===== src/rtl/stg2id_hs.sv =====
// Fetch-to-decode handshake stage: decodes on the input side and holds up to
// two decoded entries (output register plus optional skid entry).
`ifndef STG2ID_ISA_DEFS
`define STG2ID_ISA_DEFS
`define SIZE_ADDR 16
`define SIZE_DATA 32
`define SIZE_OPC 6
`define SIZE_IMM 16
`define SIZE_CC 4
`define SIZE_GP 4
`define OPC_R_ADD    6'h00
`define OPC_R_SUB    6'h01
`define OPC_R_AND    6'h02
`define OPC_R_OR     6'h03
`define OPC_R_JCC    6'h04
`define OPC_R_BCC    6'h05
`define OPC_RS_ADDs  6'h08
`define OPC_RS_SUBs  6'h09
`define OPC_RS_SHRs  6'h0A
`define OPC_RS_CMPs  6'h0B
`define OPC_I_ADDi   6'h10
`define OPC_I_ANDi   6'h11
`define OPC_I_JCCi   6'h12
`define OPC_I_LD     6'h13
`define OPC_IS_ADDis 6'h18
`define OPC_IS_BCCis 6'h19
`define OPC_S_LUI    6'h20
`define OPC_S_SRJCC  6'h21
`endif

module stg2id_hs #(
    parameter int P_ADDR_W = `SIZE_ADDR,
    parameter int P_DATA_W = `SIZE_DATA,
    parameter int P_SKID   = 1,
    parameter int P_CNT_W  = 16
) (
    input  logic                 iw_clk,
    input  logic                 iw_rst,
    input  logic                 iw_valid,
    output logic                 ow_ready,
    input  logic [P_ADDR_W-1:0]  iw_pc,
    input  logic [P_DATA_W-1:0]  iw_instr,
    input  logic                 iw_flush,
    output logic                 ow_valid,
    input  logic                 iw_ready,
    output logic [P_ADDR_W-1:0]  ow_pc,
    output logic [P_DATA_W-1:0]  ow_instr,
    output logic [`SIZE_OPC-1:0] ow_opc,
    output logic                 ow_sgn_en,
    output logic                 ow_imm_en,
    output logic [`SIZE_IMM-1:0] ow_imm_val,
    output logic [`SIZE_CC-1:0]  ow_cc,
    output logic [`SIZE_GP-1:0]  ow_tgt_gp,
    output logic                 ow_tgt_gp_we,
    output logic [`SIZE_GP-1:0]  ow_src_gp,
    output logic [P_CNT_W-1:0]   ow_stall_cnt
);

    // state   | meaning
    // S_EMPTY | nothing held, output is a bubble
    // S_ONE   | one entry in the output register
    // S_TWO   | output register plus skid entry (P_SKID=1 only)
    localparam logic [1:0] S_EMPTY = 2'd0;
    localparam logic [1:0] S_ONE   = 2'd1;
    localparam logic [1:0] S_TWO   = 2'd2;

    typedef struct packed {
        logic [P_ADDR_W-1:0]  pc;
        logic [P_DATA_W-1:0]  instr;
        logic [`SIZE_OPC-1:0] opc;
        logic                 sgn_en;
        logic                 imm_en;
        logic [`SIZE_IMM-1:0] imm_val;
        logic [`SIZE_CC-1:0]  cc;
        logic [`SIZE_GP-1:0]  tgt_gp;
        logic                 tgt_gp_we;
        logic [`SIZE_GP-1:0]  src_gp;
    } entry_t;

    logic [1:0]         r_state;
    logic [1:0]         w_state_nxt;
    logic               r_ready;
    logic               w_ready_nxt;
    entry_t             r_out;
    entry_t             r_skid;
    entry_t             w_dec;
    entry_t             w_pres;
    logic [P_CNT_W-1:0] r_stall;
    logic               w_in;
    logic               w_out;
    logic               w_load_out;
    logic               w_load_skid;
    logic               w_promote;
    logic [`SIZE_GP-1:0]  w_f_tgt;
    logic [`SIZE_GP-1:0]  w_f_src;
    logic [`SIZE_IMM-1:0] w_f_imm;

    assign w_f_tgt = iw_instr[25:22];
    assign w_f_src = iw_instr[21:18];
    assign w_f_imm = iw_instr[15:0];

    // Unused fields stay zero so downstream never sees stale register indices.
    always_comb begin
        w_dec       = '0;
        w_dec.pc    = iw_pc;
        w_dec.instr = iw_instr;
        w_dec.opc   = iw_instr[31:26];
        case (iw_instr[31:26])
            `OPC_R_ADD, `OPC_R_SUB, `OPC_R_AND, `OPC_R_OR: begin
                w_dec.tgt_gp    = w_f_tgt;
                w_dec.tgt_gp_we = 1'b1;
                w_dec.src_gp    = w_f_src;
            end
            `OPC_R_JCC, `OPC_R_BCC: begin
                w_dec.cc     = w_f_tgt;
                w_dec.src_gp = w_f_src;
            end
            `OPC_RS_ADDs, `OPC_RS_SUBs, `OPC_RS_SHRs: begin
                w_dec.sgn_en    = 1'b1;
                w_dec.tgt_gp    = w_f_tgt;
                w_dec.tgt_gp_we = 1'b1;
                w_dec.src_gp    = w_f_src;
            end
            `OPC_RS_CMPs: begin
                w_dec.sgn_en = 1'b1;
                w_dec.src_gp = w_f_src;
            end
            `OPC_I_ADDi, `OPC_I_ANDi, `OPC_I_LD: begin
                w_dec.imm_en    = 1'b1;
                w_dec.imm_val   = w_f_imm;
                w_dec.tgt_gp    = w_f_tgt;
                w_dec.tgt_gp_we = 1'b1;
                w_dec.src_gp    = w_f_src;
            end
            `OPC_I_JCCi: begin
                w_dec.imm_en  = 1'b1;
                w_dec.imm_val = w_f_imm;
                w_dec.cc      = w_f_tgt;
                w_dec.src_gp  = w_f_src;
            end
            `OPC_IS_ADDis: begin
                w_dec.sgn_en    = 1'b1;
                w_dec.imm_en    = 1'b1;
                w_dec.imm_val   = w_f_imm;
                w_dec.tgt_gp    = w_f_tgt;
                w_dec.tgt_gp_we = 1'b1;
                w_dec.src_gp    = w_f_src;
            end
            `OPC_IS_BCCis: begin
                w_dec.sgn_en  = 1'b1;
                w_dec.imm_en  = 1'b1;
                w_dec.imm_val = w_f_imm;
                w_dec.cc      = w_f_tgt;
                w_dec.src_gp  = w_f_src;
            end
            `OPC_S_LUI: begin
                w_dec.imm_en    = 1'b1;
                w_dec.imm_val   = w_f_imm;
                w_dec.tgt_gp    = w_f_tgt;
                w_dec.tgt_gp_we = 1'b1;
            end
            `OPC_S_SRJCC: begin
                w_dec.cc = w_f_tgt;
            end
            default: ;
        endcase
    end

    assign ow_valid = (r_state != S_EMPTY);
    assign ow_ready = r_ready;
    assign w_in     = iw_valid && r_ready && !iw_flush;
    assign w_out    = ow_valid && iw_ready;

    always_comb begin
        w_state_nxt = r_state;
        w_load_out  = 1'b0;
        w_load_skid = 1'b0;
        w_promote   = 1'b0;
        if (iw_flush) begin
            w_state_nxt = S_EMPTY;
        end else begin
            case (r_state)
                S_EMPTY: begin
                    if (w_in) begin
                        w_state_nxt = S_ONE;
                        w_load_out  = 1'b1;
                    end
                end
                S_ONE: begin
                    if (w_in && w_out) begin
                        w_load_out = 1'b1;
                    end else if (w_in && (P_SKID != 0)) begin
                        w_state_nxt = S_TWO;
                        w_load_skid = 1'b1;
                    end else if (w_out) begin
                        w_state_nxt = S_EMPTY;
                    end
                end
                S_TWO: begin
                    if (w_out) begin
                        w_state_nxt = S_ONE;
                        w_promote   = 1'b1;
                    end
                end
                default: w_state_nxt = S_EMPTY;
            endcase
        end
    end

    // Ready is registered off the next state so it never depends on iw_ready.
    assign w_ready_nxt = (P_SKID != 0) ? (w_state_nxt != S_TWO) : (w_state_nxt == S_EMPTY);

    always_ff @(posedge iw_clk) begin
        if (iw_rst) begin
            r_state <= S_EMPTY;
            r_ready <= 1'b1;
            r_out   <= '0;
            r_skid  <= '0;
            r_stall <= '0;
        end else begin
            r_state <= w_state_nxt;
            r_ready <= w_ready_nxt;
            if (w_load_out) begin
                r_out <= w_dec;
            end else if (w_promote) begin
                r_out <= r_skid;
            end
            if (w_load_skid) begin
                r_skid <= w_dec;
            end
            if (ow_valid && !iw_ready && (r_stall != '1)) begin
                r_stall <= r_stall + P_CNT_W'(1);
            end
        end
    end

    assign w_pres       = ow_valid ? r_out : '0;
    assign ow_pc        = w_pres.pc;
    assign ow_instr     = w_pres.instr;
    assign ow_opc       = w_pres.opc;
    assign ow_sgn_en    = w_pres.sgn_en;
    assign ow_imm_en    = w_pres.imm_en;
    assign ow_imm_val   = w_pres.imm_val;
    assign ow_cc        = w_pres.cc;
    assign ow_tgt_gp    = w_pres.tgt_gp;
    assign ow_tgt_gp_we = w_pres.tgt_gp_we;
    assign ow_src_gp    = w_pres.src_gp;
    assign ow_stall_cnt = r_stall;

endmodule


===== config.mk =====
export PLATFORM = sky130hd
export DESIGN_NAME = stg2id_hs
export DESIGN_NICKNAME = d
export VERILOG_FILES = /design/src/rtl/stg2id_hs.sv
export SDC_FILE = /design/constraint.sdc
export NUM_CORES = 1
export LEC_CHECK = 0
export ABC_AREA = 1
export CAP_MARGIN = 15
export CORE_MARGIN = 5
export CORE_UTILIZATION = 52
export CTS_CLUSTER_SIZE = 16
export DETAILED_ROUTE_END_ITERATION = 10
export PLACE_DENSITY_LB_ADDON = 0.15
export SLEW_MARGIN = 20
export SYNTH_ARGS = -nofsm -noshare
export SYNTH_HDL_FRONTEND = slang
export SYNTH_SLANG_ARGS = --single-unit

===== constraint.sdc =====
create_clock -name iw_clk -period 1.8 [get_ports iw_clk]
set_input_delay 0.36 -clock iw_clk [delete_from_list [all_inputs] [get_ports iw_clk]]
set_output_delay 0.36 -clock iw_clk [all_outputs]
set_load 0.03 [all_outputs]

* After elaboration in Yosys (flattened, before gate mapping)
Index checks and enable logic that the tools add are counted.
Operators by class: eq/ne operators 21, divide/modulo/power cells 0, reductions and logical operators 17, magnitude comparators 0, shift-type cells 0, $add $sub $neg 1, $mul 0, bitwise gates (word level) 0, mux-type cells 25
Operators by type and width (count):
- $mux W85 | 3
- $eq A6 B5 Y1 const B | 6
- $eq A6 B4 Y1 const B | 4
- $mux W17 | 1
- $add A16 B1 Y16 const B | 1
- $ne A16 B16 Y1 const B | 1
- $reduce_or A16 Y1 | 1
- $eq A6 B2 Y1 const B | 2
- $eq A6 B3 Y1 const B | 2
- $eq A6 B6 Y1 const B | 2
- $mux W2 | 6
- $reduce_or A12 Y1 | 1
- $mux W1 | 10
- $mux W4 | 2
- $reduce_or A7 Y1 | 1
- $eq A6 B1 Y1 const B | 1
- $logic_and A1 B1 Y1 | 6
- $logic_not A6 Y1 | 1
- $pmux W2 S3 | 1
- $reduce_or A6 Y1 | 1
- $mux W5 | 1
- $reduce_or A5 Y1 | 1
- $reduce_bool A2 Y1 | 2
- $eq A2 B1 Y1 const B | 1
- other kinds (5) | 6
Word-level totals: word-level logic and storage cells 87, ROM bits 0, output and inout bits 103, RAM bits 0, input port bits 53, register bits 189, bits in latches 0, memories kept 0

* Longest topological paths before layout
Gate-level depths: netlist of the first run.
depth in word-level cells 8, mapped depth 10

* Least setup slack after synthesis of the first run
Ideal clock, no wire load.
path type register -> output, start point reg r_state[1], end point out ow_opc[0], arrival time 1.713 ns, path slack -0.273 ns, data required time 1.440 ns, cell stages (with the launch flop) 7, cells stage by stage dfxtp_1 inv_2 nand2_1 inv_2 clkbuf_1 nor2_1 buf_4
On the way: cells in the longest elaborated chain, start to end 2
RTL lines:
- from (decl) | line 80 | logic [1:0] r_state;
- from (signal assigned) | line 221 | r_state <= w_state_nxt;
- $reduce_bool A2 Y1 | line 169 | assign ow_valid = (r_state != S_EMPTY);
- net ow_valid | line 44 | output logic ow_valid,
- $mux W85 | line 237 | assign w_pres = ow_valid ? r_out : '0;
- to (decl) | line 48 | output logic [`SIZE_OPC-1:0] ow_opc,
The timed path passes the listed nets, and every way through them passes these cells.

* Final worst setup path of the first run
start point reg r_state[1], end point out ow_tgt_gp_we
On the way: cells in the longest elaborated chain, start to end 2
RTL lines:
- $reduce_bool A2 Y1 | line 169
- $mux W85 | line 237
- to (decl) | line 54 | output logic ow_tgt_gp_we,
Every way passes these cells.

==> results of run 1 <==
## sequential cells by signal (all words and copies together) (netlist names)
register,cells
r_state,2
r_skid,79
r_out,79
ow_ready,1
ow_stall_cnt,16
## through the flow
step                TNS (ns)  power [mW]  std cells
floorplan                  0        4.47       1165
global placement      -19.77        4.82       1507
detailed placement    -26.39        4.83       1507
CTS                    -9.53        8.70       1551
global route          -13.71        8.99       1553
finish                 -8.12        8.68       1553
## routing by layer
metal / vias up / share of wire
li1: 4046 / -
met1: 3759 / 0.43
met2: 246 / 0.49
met3: 29 / 0.060
met4: 0 / 0.015
met5: - / 0
## synth_stat cells (all sizes together)
master    n  share of area
o211ai   21          0.020
nand3b    1        0.00094
nand2   229           0.11
a31oi    16          0.012
a211oi   15          0.014
inv     196          0.092
clkbuf   30          0.014
xor2      3         0.0033
clkinv    1        0.00047
buf      42          0.033
o21bai    2         0.0019
o22ai     2         0.0016
nand4     9         0.0078
xnor2     6         0.0065
nand3    52          0.036
a21oi   114          0.072
a311oi    1         0.0011
nor3b     1        0.00094
dfxtp   177           0.44
nor2    148          0.071
o21ai    96          0.060
ha        1         0.0016
nor3      2         0.0019
## worst reg2reg max path, cell delays in order, from the launching register on
cell     delay, ns
dfxtp_2       0.34
inv_2         0.05
buf_4         0.13
nor2_2        0.17
nand3_4       0.18
buf_12        0.22
o21ai_0       0.27
a21oi_1       0.06
o21ai_0       0.08
inv_1         0.05
## layout by cell type, fill, tap and decap left out, types with 2 or more instances in the layout
cell / instances
dfxtp_1: 175
nand3_1: 47
o22ai_1: 2
o21ai_0: 91
bufinv_16: 4
xor2_1: 3
o211ai_1: 21
clkbuf_1: 4
o21bai_1: 2
nand2_2: 3
inv_1: 188
dfxtp_2: 2
a31oi_1: 16
inv_2: 7
o21ai_1: 5
clkinv_2: 3
clkdlybuf4s50_1: 51
nor2_1: 85
nand4_1: 8
clkbuf_16: 17
xnor2_1: 6
dlygate4sd2_1: 17
a21oi_1: 113
nand3_2: 4
bufbuf_16: 2
a211oi_1: 15
buf_12: 26
clkinvlp_4: 2
buf_6: 56
nand2_1: 225
buf_4: 85
nor2_2: 35
nor2_4: 28
## logic make-up (layout without fill, tap and decap cells)
kind of cell | after synthesis | after routing | share of synthesized area
adders and majority gates | 1 | 1 | 0.00156
xor gates and xnor gates | 9 | 9 | 0.00982
DFF | 177 | 177 | 0.441
buffers and inverters | 269 | 469 | 0.139
AOI/OAI and AO/OA | 267 | 267 | 0.182
and+or+nand+nor | 442 | 442 | 0.226
## what timing repair did
item	in CTS	in global routing
cloned	4	0
pin swaps	4	5
hold buffers	0	0
gates resized for setup	90	60
endpoints found under the setup margin	103	85
setup buffers	8	3
## worst paths after layout
kind | depth (start not counted) | endpoint | from | slack [ns]
hold reg to reg | 2 | r_skid[78] | r_skid[78] | 0.44
setup / recovery | 7 | ow_tgt_gp_we | r_state[1] | -0.14
setup reg to reg | 9 | r_skid[5] | r_state[0] | 0.15
hold / removal | 4 | r_skid[54] | iw_rst | 0.33
## area by class of cell
class	count	area, sq um
clock buffers	22	454
clock inverters	10	159
fillers	1217	3830
inverters	197	752
multi-input cells	719	3670
flip-flops and latches	177	3550
well taps	188	235
repair buffers	240	2560
## power groups by stage
stage	combinational [mW]	sequential, mW	clock [mW]
after floorplan	0.371	4.10	0
after global placement	0.718	4.11	0
after detailed placement	0.726	4.11	0
after CTS	0.778	4.02	3.90
after global routing	0.867	4.03	4.09
final	0.799	4.02	3.86
==> impl_metrics.toml, run 1 <==
[clock_tree]
cts_max_path_buffers = 2
insertion_delay_ns = 0.42
root_buffer = "clkbuf_16"
cts_tree = "built"
numCtsBuffers = 17
clkTransAtPathRegs_ns = 0.06
h-tree-depth = 4
clkSinkCount = 177

[synthesis]
synth.ff_latch_count = 177
synth.net_count = 1219
ys_types = 34
synth.avg_cell_area_sq_um = 6.89
syn_inst = 1165
yosys_warnings = 0
netlist_area_sq_mm = 0.00803
ys_seq_area_frac = 0.441

[route]
drc = 0
ant_nets = 0
num_vias = 8080
routedWlPerCell_um = 14.7
drtPass1Iterations = 5
viasPerCell = 5.20
drt_iter0_drc = 641
wirelength_mm = 22.8

[timing]
finalMaxSlewViolations = 0
finalCriticalPeriod_ns = 1.94
min_period_over_period = 1.08
fmax_mhz = 515
setup_ws_ns = -0.142
worstMarginPinSlew_ns = 0.376
finClkSkew_ns = 0.00486
rsz0062_at_grt = "yes"
finalSetupViolCount = 83
maxSlewHeadroom = 0.750
hold_viol_final = 0
holdWs_ns = 0.333

[setup_path]
slowest_delay_ns = 0.33
cp-end-kind = "output pin"
worstPathArrival_ns = 1.58
critPathMaxFanout = 5
crit_slowest_cell = "dfxtp_2"
cp_top_family = "buffers and inverters"
critical_path.cell_chain = "inv_2 -> nand2_4 -> clkinv_8 -> buf_12 -> buf_4 -> nor2_1 -> buf_4"
cp-start-kind = "flop"
crit_buf_inv = 5
path_class = "flop to output pin"
crit_top_cell = "buf_4"
required_ns = 1.44

[final_layout]
fin_area_sq_mm = 0.0114
antenna_cells_inserted = 0
nets = 1406
final_util = 0.748
final_layout_size_suffix_gt1_frac = 0.209
area_growth_pct = 41.6

[pwr]
max-vdd-ir-drop_mv = 0.717
p_sw_mw = 1.99
p_int_mw = 6.69
power_frac_seq = 0.463
power.density_mw_per_mm2 = 764
p_sw_frac = 0.230
p_clk_frac = 0.445
p_comb_frac = 0.092
p_leak_nw = 4.52

[floorplanning]
die_area_sq_mm = 0.0180
io_pins = 156
fp-row-count = 45
core_area_sq_mm = 0.0152
dieHeight_um = 134
die_w_um = 134
initial_core_util = 0.528

[global_route]
busiest_layer = "met2"
global_route.usage.met1 = 0.326
grt_remaining_overflow = 0
use_met2 = 0.421
grt_first_pass_wirelength_mm = 37.1
grt_usage = 0.251
grt_pass1_vias = 7618
grtUsageMet3 = 0.0551
antenna_found_initial = 0
grt_max_degree = 80

[place]
placed_cell_area_sq_mm = 0.0102
gp_congestion = 0.886
dp_hpwl_mm = 14.8
port-buffer-count = 155
dpl_worst_slack_ns = -0.260

[worst_hold_path]
min_path_type = "input port to flop"

[job]
max_cap_violations = 0

[status]
failed_checks = "negative setup slack"
status = "finished, violations left"
(Power assumes the default switching activity.)
==> run 2, diff against run 1 <==
Settings changed: CORE_MARGIN 5 to 4.
==> impl_metrics.toml, run 2 (same netlist as run 1, synthesis figures left out) <==
[clock_tree]
h-tree-depth = 4
hold_buffers = 0
clkTransAtPathRegs_ns = 0.07
root_buffer = "clkbuf_16"
numCtsBuffers = 17
cts_max_path_buffers = 2
clkSinkCount = 177
cts_tree = "built"
insertion_delay_ns = 0.43

[setup_path]
cp_top_family = "buffers and inverters"
worstPathArrival_ns = 1.57
required_ns = 1.44
cp-start-kind = "flop"
slowest_delay_ns = 0.33
crit_buf_inv = 5
critical_path.cell_chain = "inv_2 -> nand2_8 -> inv_16 -> buf_12 -> buf_16 -> nor2_4 -> buf_6"
path_class = "flop to output pin"
cp-end-kind = "output pin"
crit_slowest_cell = "dfxtp_2"
critPathMaxFanout = 8

[final_layout]
area_growth_pct = 43.9
layout_common_cells = "225 x nand2_1, 188 x inv_1, 175 x dfxtp_1"
fillers = 1122
register_area_sq_mm = 0.00355
antenna_cells_inserted = 0
final_util = 0.763
instances_no_fill = 1555
layout_commonest_cell = "nand2_1"
nets = 1408
final_layout_size_suffix_gt1_frac = 0.217
multi_input_area_sq_mm = 0.00379

[worst_hold_path]
min_path_type = "input port to flop"

[global_route]
antenna_found_initial = 1
grt_max_degree = 80
grt_first_pass_wirelength_mm = 36.8
grt_remaining_overflow = 0
grt_usage = 0.255
grt_pass1_vias = 7596

[timing]
rsz0062_at_grt = "yes"
finalSetupViolCount = 81
min_period_over_period = 1.07
maxSlewHeadroom = 0.392
finalMaxSlewViolations = 0
fmax_mhz = 517
hold_viol_final = 0
worstMarginPinSlew_ns = 0.912
setup_ws_ns = -0.134
finClkSkew_ns = 0.0110
finalCriticalPeriod_ns = 1.93

[status]
failed_checks = "negative setup slack"
status = "finished, violations left"

[floorplanning]
die_w_um = 132
fp-row-count = 45
core_area_sq_mm = 0.0151
initial_core_util = 0.530
dieHeight_um = 132
die_area_sq_mm = 0.0175
io_pins = 156

[route]
viasPerCell = 5.32
routedWlPerCell_um = 16.0
ant_nets = 0
drc = 0
num_vias = 8278
wirelength_mm = 24.9
drt_iter0_drc = 841
drtPass1Iterations = 7

[pwr]
max-vdd-ir-drop_mv = 1.01
power_mw = 8.71
p_leak_nw = 4.58
power.density_mw_per_mm2 = 753

[place]
gp_congestion = 0.873
port-buffer-count = 155
dpl_worst_slack_ns = -0.395
dp_hpwl_mm = 14.4
dp_cells = 1500

[job]
max_cap_violations = 0
==> run 2: cell types whose count changed in the layout (fill, tap and decap cells not counted), moves of 4 or more <==
cell	previous run	this run
nor2_2	35	22
nor2_1	85	78
buf_6	56	45
o21ai_1	5	11
buf_4	85	92
o21ai_0	91	85
nor2_4	28	48
clkbuf_16	17	21
buf_16	1	6
==> run 2: stage by stage <==
step	area (sq um)	hold slack, ns	TNS (ns)
floorplan	8110	0.422	0
global placement	10000	0.432	-22.34
detailed placement	10000	0.439	-28.83
CTS	11100	0.282	-7.95
global route	11600	0.304	-8.61
finish	11600	0.302	-4.36
==> run 2: cell type report <==
type | instances | area share
multi-input cells | 719 | 0.328
flip-flops and latches | 177 | 0.307
repair buffers | 241 | 0.226
inverters | 197 | 0.0654
clock buffers | 22 | 0.0410
well taps | 188 | 0.0203
clock inverters | 10 | 0.0115
repair inverters | 1 | 0.000974
==> run 2: final timing paths <==
path	cells after the start	to	start	slack [ns]
setup / recovery	7	ow_imm_val[13]	r_state[1]	-0.13
hold / removal	4	r_skid[50]	iw_rst	0.30
setup reg to reg	7	r_skid[24]	r_state[1]	0.08
hold reg to reg	2	r_skid[61]	r_skid[61]	0.45
==> run 2: layer usage <==
layer | routed length (um) | GRT usage | vias up
li1 | - | - | 4046
met1 | 10400 | 0.329 | 3807
met2 | 12000 | 0.415 | 376
met3 | 1970 | 0.0676 | 47
met4 | 523 | 0.0878 | 2
met5 | 8 | 0 | -
==> run 2: worst min-delay path, stage by stage <==
cell and delay [ns]:
buf_2 0.10, inv_2 0.06, o21ai_0 0.11, a21oi_1 0.05
==> run 2: what timing repair did <==
| item | in CTS | in global routing |
|---|---|---|
| buffers inserted | 7 | 3 |
| resized for setup | 84 | 95 |
| endpoints found under the setup margin | 103 | 104 |
| pin swaps | 1 | 2 |
| gates cloned | 6 | 8 |
==> run 2: report_power, final <==
| group | internal [mW] | switching [mW] | total (mW) |
|---|---|---|---|
| sequential | 3.99 | 0.0297 | 4.02 |
| combinational | 0.363 | 0.497 | 0.860 |
| clock | 2.29 | 1.54 | 3.83 |
==> RTL change 1, RTL diff (settings of run 2) <==
`P_CNT_W`: 16 -> 20.
--- a/src/rtl/stg2id_hs.sv
+++ b/src/rtl/stg2id_hs.sv
@@ -33,5 +33,5 @@
     parameter int P_DATA_W = `SIZE_DATA,
     parameter int P_SKID   = 1,
-    parameter int P_CNT_W  = 16
+    parameter int P_CNT_W  = 20
 ) (
     input  logic                 iw_clk,
Interface: changed (resized ow_stall_cnt); port bits go from 156 to 160. The function was not compared with the original's and may differ.
==> RTL change 1 against run 2 <==
- the run still ends with setup timing left
- routed wire length is 5.5% lower
- area after synthesis up 2.2%
- sequential share of layout area is 2.5 points higher
- sequential cell count is 4 higher
- highest routed layer is now met4
- sequential power up 2%
- fmax grew 4.1%
- count of clock-buffer cells in the layout decreased by 2
- worst setup slack gained 0.077 ns
- cell area down 5.3%
- critical path depth down 1
- total power grew 0.12%
==> RTL change 1: results (changes against run 2) <==
metric,value,unit,change
max_slew.worst_pin.slew,0.598,ns,was 0.912 ns
syn2layout_area_growth,33.3,%,was 43.9%
r2r-end,ow_stall_cnt[16],,was r_skid[24]
layout-drive-gt1-share,17.3,%,was 21.7%
drtIter0Drc,519,,was 841
drt-wirelength-per-cell,14.7,um,was 16.0 um
gp_congestion,0.896,,was 0.873
setup-violations-final,63,,was 81
ys_types,35,,was 34
ys_top_cells_by_area,"dfxtp_1, nand2_1, nor2_1",,"was dfxtp_1, nand2_1, inv_1"
whs_path_depth,2,,was 4
io_buffers,159,,was 155
hold_end,r_state[1],,was r_skid[50]
clk_pin_slew,0.07,ns,about the same
reg2regPathDepth,11,,was 7
reg2reg_from,ow_stall_cnt[0],,was r_state[1]
grt_max_degree,49,,was 80
fill_cells,1326,,was 1122
p_leak,0.00465,uW,was 0.00458 uW
ys_seq_area_share,44.1,%,about the same
grt_pass1_vias,7748,,was 7596
setup_slack,-0.0575,ns,was -0.134 ns
syn_inst,1194,,was 1165
grt_first_pass_wirelength,36400,um,was 36800 um
path_max_fanout,7,,was 8
antenna_found_initial,0,,was 1
dp_hpwl,15300,um,was 14400 um
p_int,6650,uW,was 6640 uW
clock_skew,0.0100,ns,was 0.0110 ns
critPathArrivalTime,1.50,ns,was 1.57 ns
vdd_drop_max,0.818,mV,was 1.01 mV
dr_total_vias,8261,,was 8278
violations,setup timing,,unchanged
outcome,"finished, violations left",,unchanged
r2r_slack,0.15,ns,was 0.08 ns
-- RTL change 1: logic make-up (layout without fill, tap and decap cells) --
| logic type | count (synthesis) | count (layout) | share of synthesized area (%) |
|---|---|---|---|
| AND/OR/NAND/NOR | 463 | 463 | 22.5 |
| AO/OA/AOI/OAI | 277 | 277 | 18.7 |
| buffers and inverters | 259 | 458 | 13.2 |
| flip-flops | 181 | 181 | 44.1 |
| XOR/XNOR | 13 | 13 | 1.39 |
| adder cells (fa/ha/maj) | 1 | 1 | 0.152 |
-- RTL change 1: power by group through the flow --
| stage | logic, uW | registers (uW) | clock network, uW |
|---|---|---|---|
| after floorplan | 382 | 4200 | 0 |
| after global placement | 727 | 4200 | 0 |
| after detailed placement | 737 | 4200 | 0 |
| after CTS | 740 | 4110 | 3850 |
| after global routing | 848 | 4120 | 4000 |
| final | 782 | 4110 | 3820 |
-- RTL change 1: worst max-delay path by stage --
stage                         endpoint  depth (start not counted)  startpoint
after floorplan              ow_opc[5]                          4  r_state[1]
after global placement       r_out[37]                         11    iw_flush
after detailed placement     r_out[37]                         11    iw_flush
after CTS                 ow_instr[26]                          4  r_state[1]
after global routing         ow_imm_en                          6  r_state[1]
final                        ow_imm_en                          6  r_state[1]
-- RTL change 1: per-layer routing --
layer,GRT usage (%),vias up,wire length [um]
met5,0,-,0
met1,31.8,3821,10400
met3,4.19,41,1350
met2,42.0,262,11300
met4,8.00,0,471
li1,-,4137,-
-- RTL change 1: stage by stage --
step | setup TNS (ns) | hold slack, ns
2_1_floorplan | 0 | 0.424
3_3_place_gp | -23.97 | 0.430
3_5_place_dp | -27.02 | 0.438
4_1_cts | -7.16 | 0.176
5_1_grt | -4.65 | 0.183
6_report | -1.55 | 0.187
-- RTL change 1: cell type report --
class	count	share of cell area [%]
repair buffers	243	19.8
flip-flops and latches	181	33.1
clock buffers	20	4.08
inverters	183	6.28
clock inverters	12	1.41
multi-input cells	754	32.9
well taps	211	2.41
-- RTL change 1: repair_timing --
| action | CTS | global route |
|---|---|---|
| hold buffers | 0 | 0 |
| pin swaps | 0 | 3 |
| endpoints found under the setup margin | 104 | 156 |
| setup buffers | 1 | 1 |
| gates resized for setup | 219 | 238 |
| cloned | 0 | 5 |
-- RTL change 1: worst max-delay path, cell delays in order (launching register included) --
cell     delay (ns)
dfxtp_2        0.34
nor2_4         0.13
buf_12         0.17
buf_12         0.14
buf_8          0.12
nor2_4         0.04
buf_6          0.13
==> RTL change 2, RTL diff (settings of run 2) <==
Made on the original files. Make the reset (`iw_rst`) asynchronous in one clocked block.
--- a/src/rtl/stg2id_hs.sv
+++ b/src/rtl/stg2id_hs.sv
@@ -211,5 +211,5 @@
     assign w_ready_nxt = (P_SKID != 0) ? (w_state_nxt != S_TWO) : (w_state_nxt == S_EMPTY);
 
-    always_ff @(posedge iw_clk) begin
+    always_ff @(posedge iw_clk or posedge iw_rst) begin
         if (iw_rst) begin
             r_state <= S_EMPTY;
Behaviour: differs if iw_rst is asserted again (counterexample within 4 cycles, from zero or initial values and one cycle with iw_rst high); with iw_rst held inactive, the same outputs for 4 cycles.
==> RTL change 2 against run 2 <==
- the run still ends with setup timing left
- count of clock-buffer cells in the layout is 1 higher
- global-route usage is 0.30 points higher
- cell area hardly changed
- sequential cell count stayed put
- routed wire length is 6.5% lower
- hold slack better by 0.054 ns
- worst setup slack worse by 0.072 ns
- area after synthesis is 2.5% higher
- critical endpoint is now ow_instr[5]
Power is not compared: it rests on default switching activity, and its combinational part moved more than twofold at a synthesized area within 25%.
==> RTL change 2: results (changes against run 2) <==
metric,value,unit,change
drt-wirelength-per-cell,16.0,um,about the same
post-place-ws,-0.260,ns,was -0.395 ns
max_slew.worst_pin.slew,0.402,ns,was 0.912 ns
final.setup.tns,-11.74,ns,was -4.36 ns
wl,23300,um,was 24900 um
cp_slowest_stage_delay,0.41,ns,was 0.33 ns
num_antenna_cells,0,,unchanged
setup_slack,-0.206,ns,was -0.134 ns
grt_pass1_vias,7555,,was 7596
nNetsFinal,1289,,was 1408
clock_skew,0.00796,ns,was 0.0110 ns
setup-violations-final,86,,was 81
grt_max_degree,75,,was 80
ys_types,32,,was 34
grt_usage,25.8,%,was 25.5%
vias_per_cell,5.24,,was 5.32
antenna_found_initial,0,,was 1
dp_hpwl,14600,um,was 14400 um
firstDrtPassIters,5,,was 7
dpl_cell_area,0.0105,sq mm,was 0.0100 sq mm
critPathArrivalTime,1.65,ns,was 1.57 ns
layout-drive-gt1-share,20.1,%,was 21.7%
syn_inst,1034,,was 1165
path_max_fanout,6,,was 8
fill_cells,1132,,was 1122
outcome,"finished, violations left",,unchanged
grt_first_pass_wirelength,37200,um,was 36800 um
synth_ff_type,dfrtp_1,,was dfxtp_1
synth_nets,1088,,was 1219
min_path_type,input pin to async pin,,was input pin to register
htree_num_levels,4,,unchanged
drtIter0Drc,800,,was 841
violations,setup timing,,unchanged
ys_seq_area_share,53.8,%,was 44.1%
synthArstFlopShare,100,%,was 0%
place_inst,1413,,was 1500
-- RTL change 2: cell types whose count changed after synthesis, moves of 11 or more --
cell      change
o221ai_1     +19
o21ai_1      +17
dfrtp_1     +176
nand2_1      -45
o21ai_0      -20
o22ai_1      +36
o211ai_1     -11
a31oi_1      -15
a21oi_1      -99
dfxtp_1     -177
a211oi_1     -15
inv_1        -29
nor2_1       +59
-- RTL change 2: final timing paths --
path / start / to / slack [ns] / depth (start not counted)
max in group asynchronous: iw_rst / r_out[66] / 1.00 / 4
min: iw_rst / r_skid[23] / 0.36 / 3
min reg2reg: r_skid[77] / r_skid[77] / 0.48 / 2
min in group iw_clk: r_skid[77] / r_skid[77] / 0.48 / 2
max reg2reg: r_state[0] / r_out[83] / 0.12 / 8
max: r_state[1] / ow_instr[5] / -0.21 / 6
-- RTL change 2: cell type report --
| class | instances | area (sq um) | area share (%) |
|---|---|---|---|
| sequential | 177 | 4430 | 38.3 |
| multi-input combinational | 631 | 3130 | 27.1 |
| inverter | 168 | 639 | 5.53 |
| tap | 211 | 264 | 2.28 |
| clock inverter | 9 | 81.3 | 0.703 |
| timing repair buffer | 240 | 2530 | 21.9 |
| clock buffer | 23 | 488 | 4.22 |
-- RTL change 2: timing repair --
action	CTS	global route
endpoints found under the setup margin	103	118
gates cloned	4	3
gates resized for setup	397	51
buffers inserted	6	3
pin swaps	1	2
-- RTL change 2: per-layer routing --
metal  wire length (um)  global-route usage (%)
met1              10100                    34.0
met2              11300                    42.1
met3               1430                    6.04
met4                528                    8.86
met5                  0                       0
-- RTL change 2: cell families after synthesis --
group,synth area share (%)
flip-flops,53.8
AO/OA/AOI/OAI,12.8
adder cells (fa/ha/maj),0.152
XOR/XNOR,0.745
buffers and inverters,11.0
AND/OR/NAND/NOR,21.5
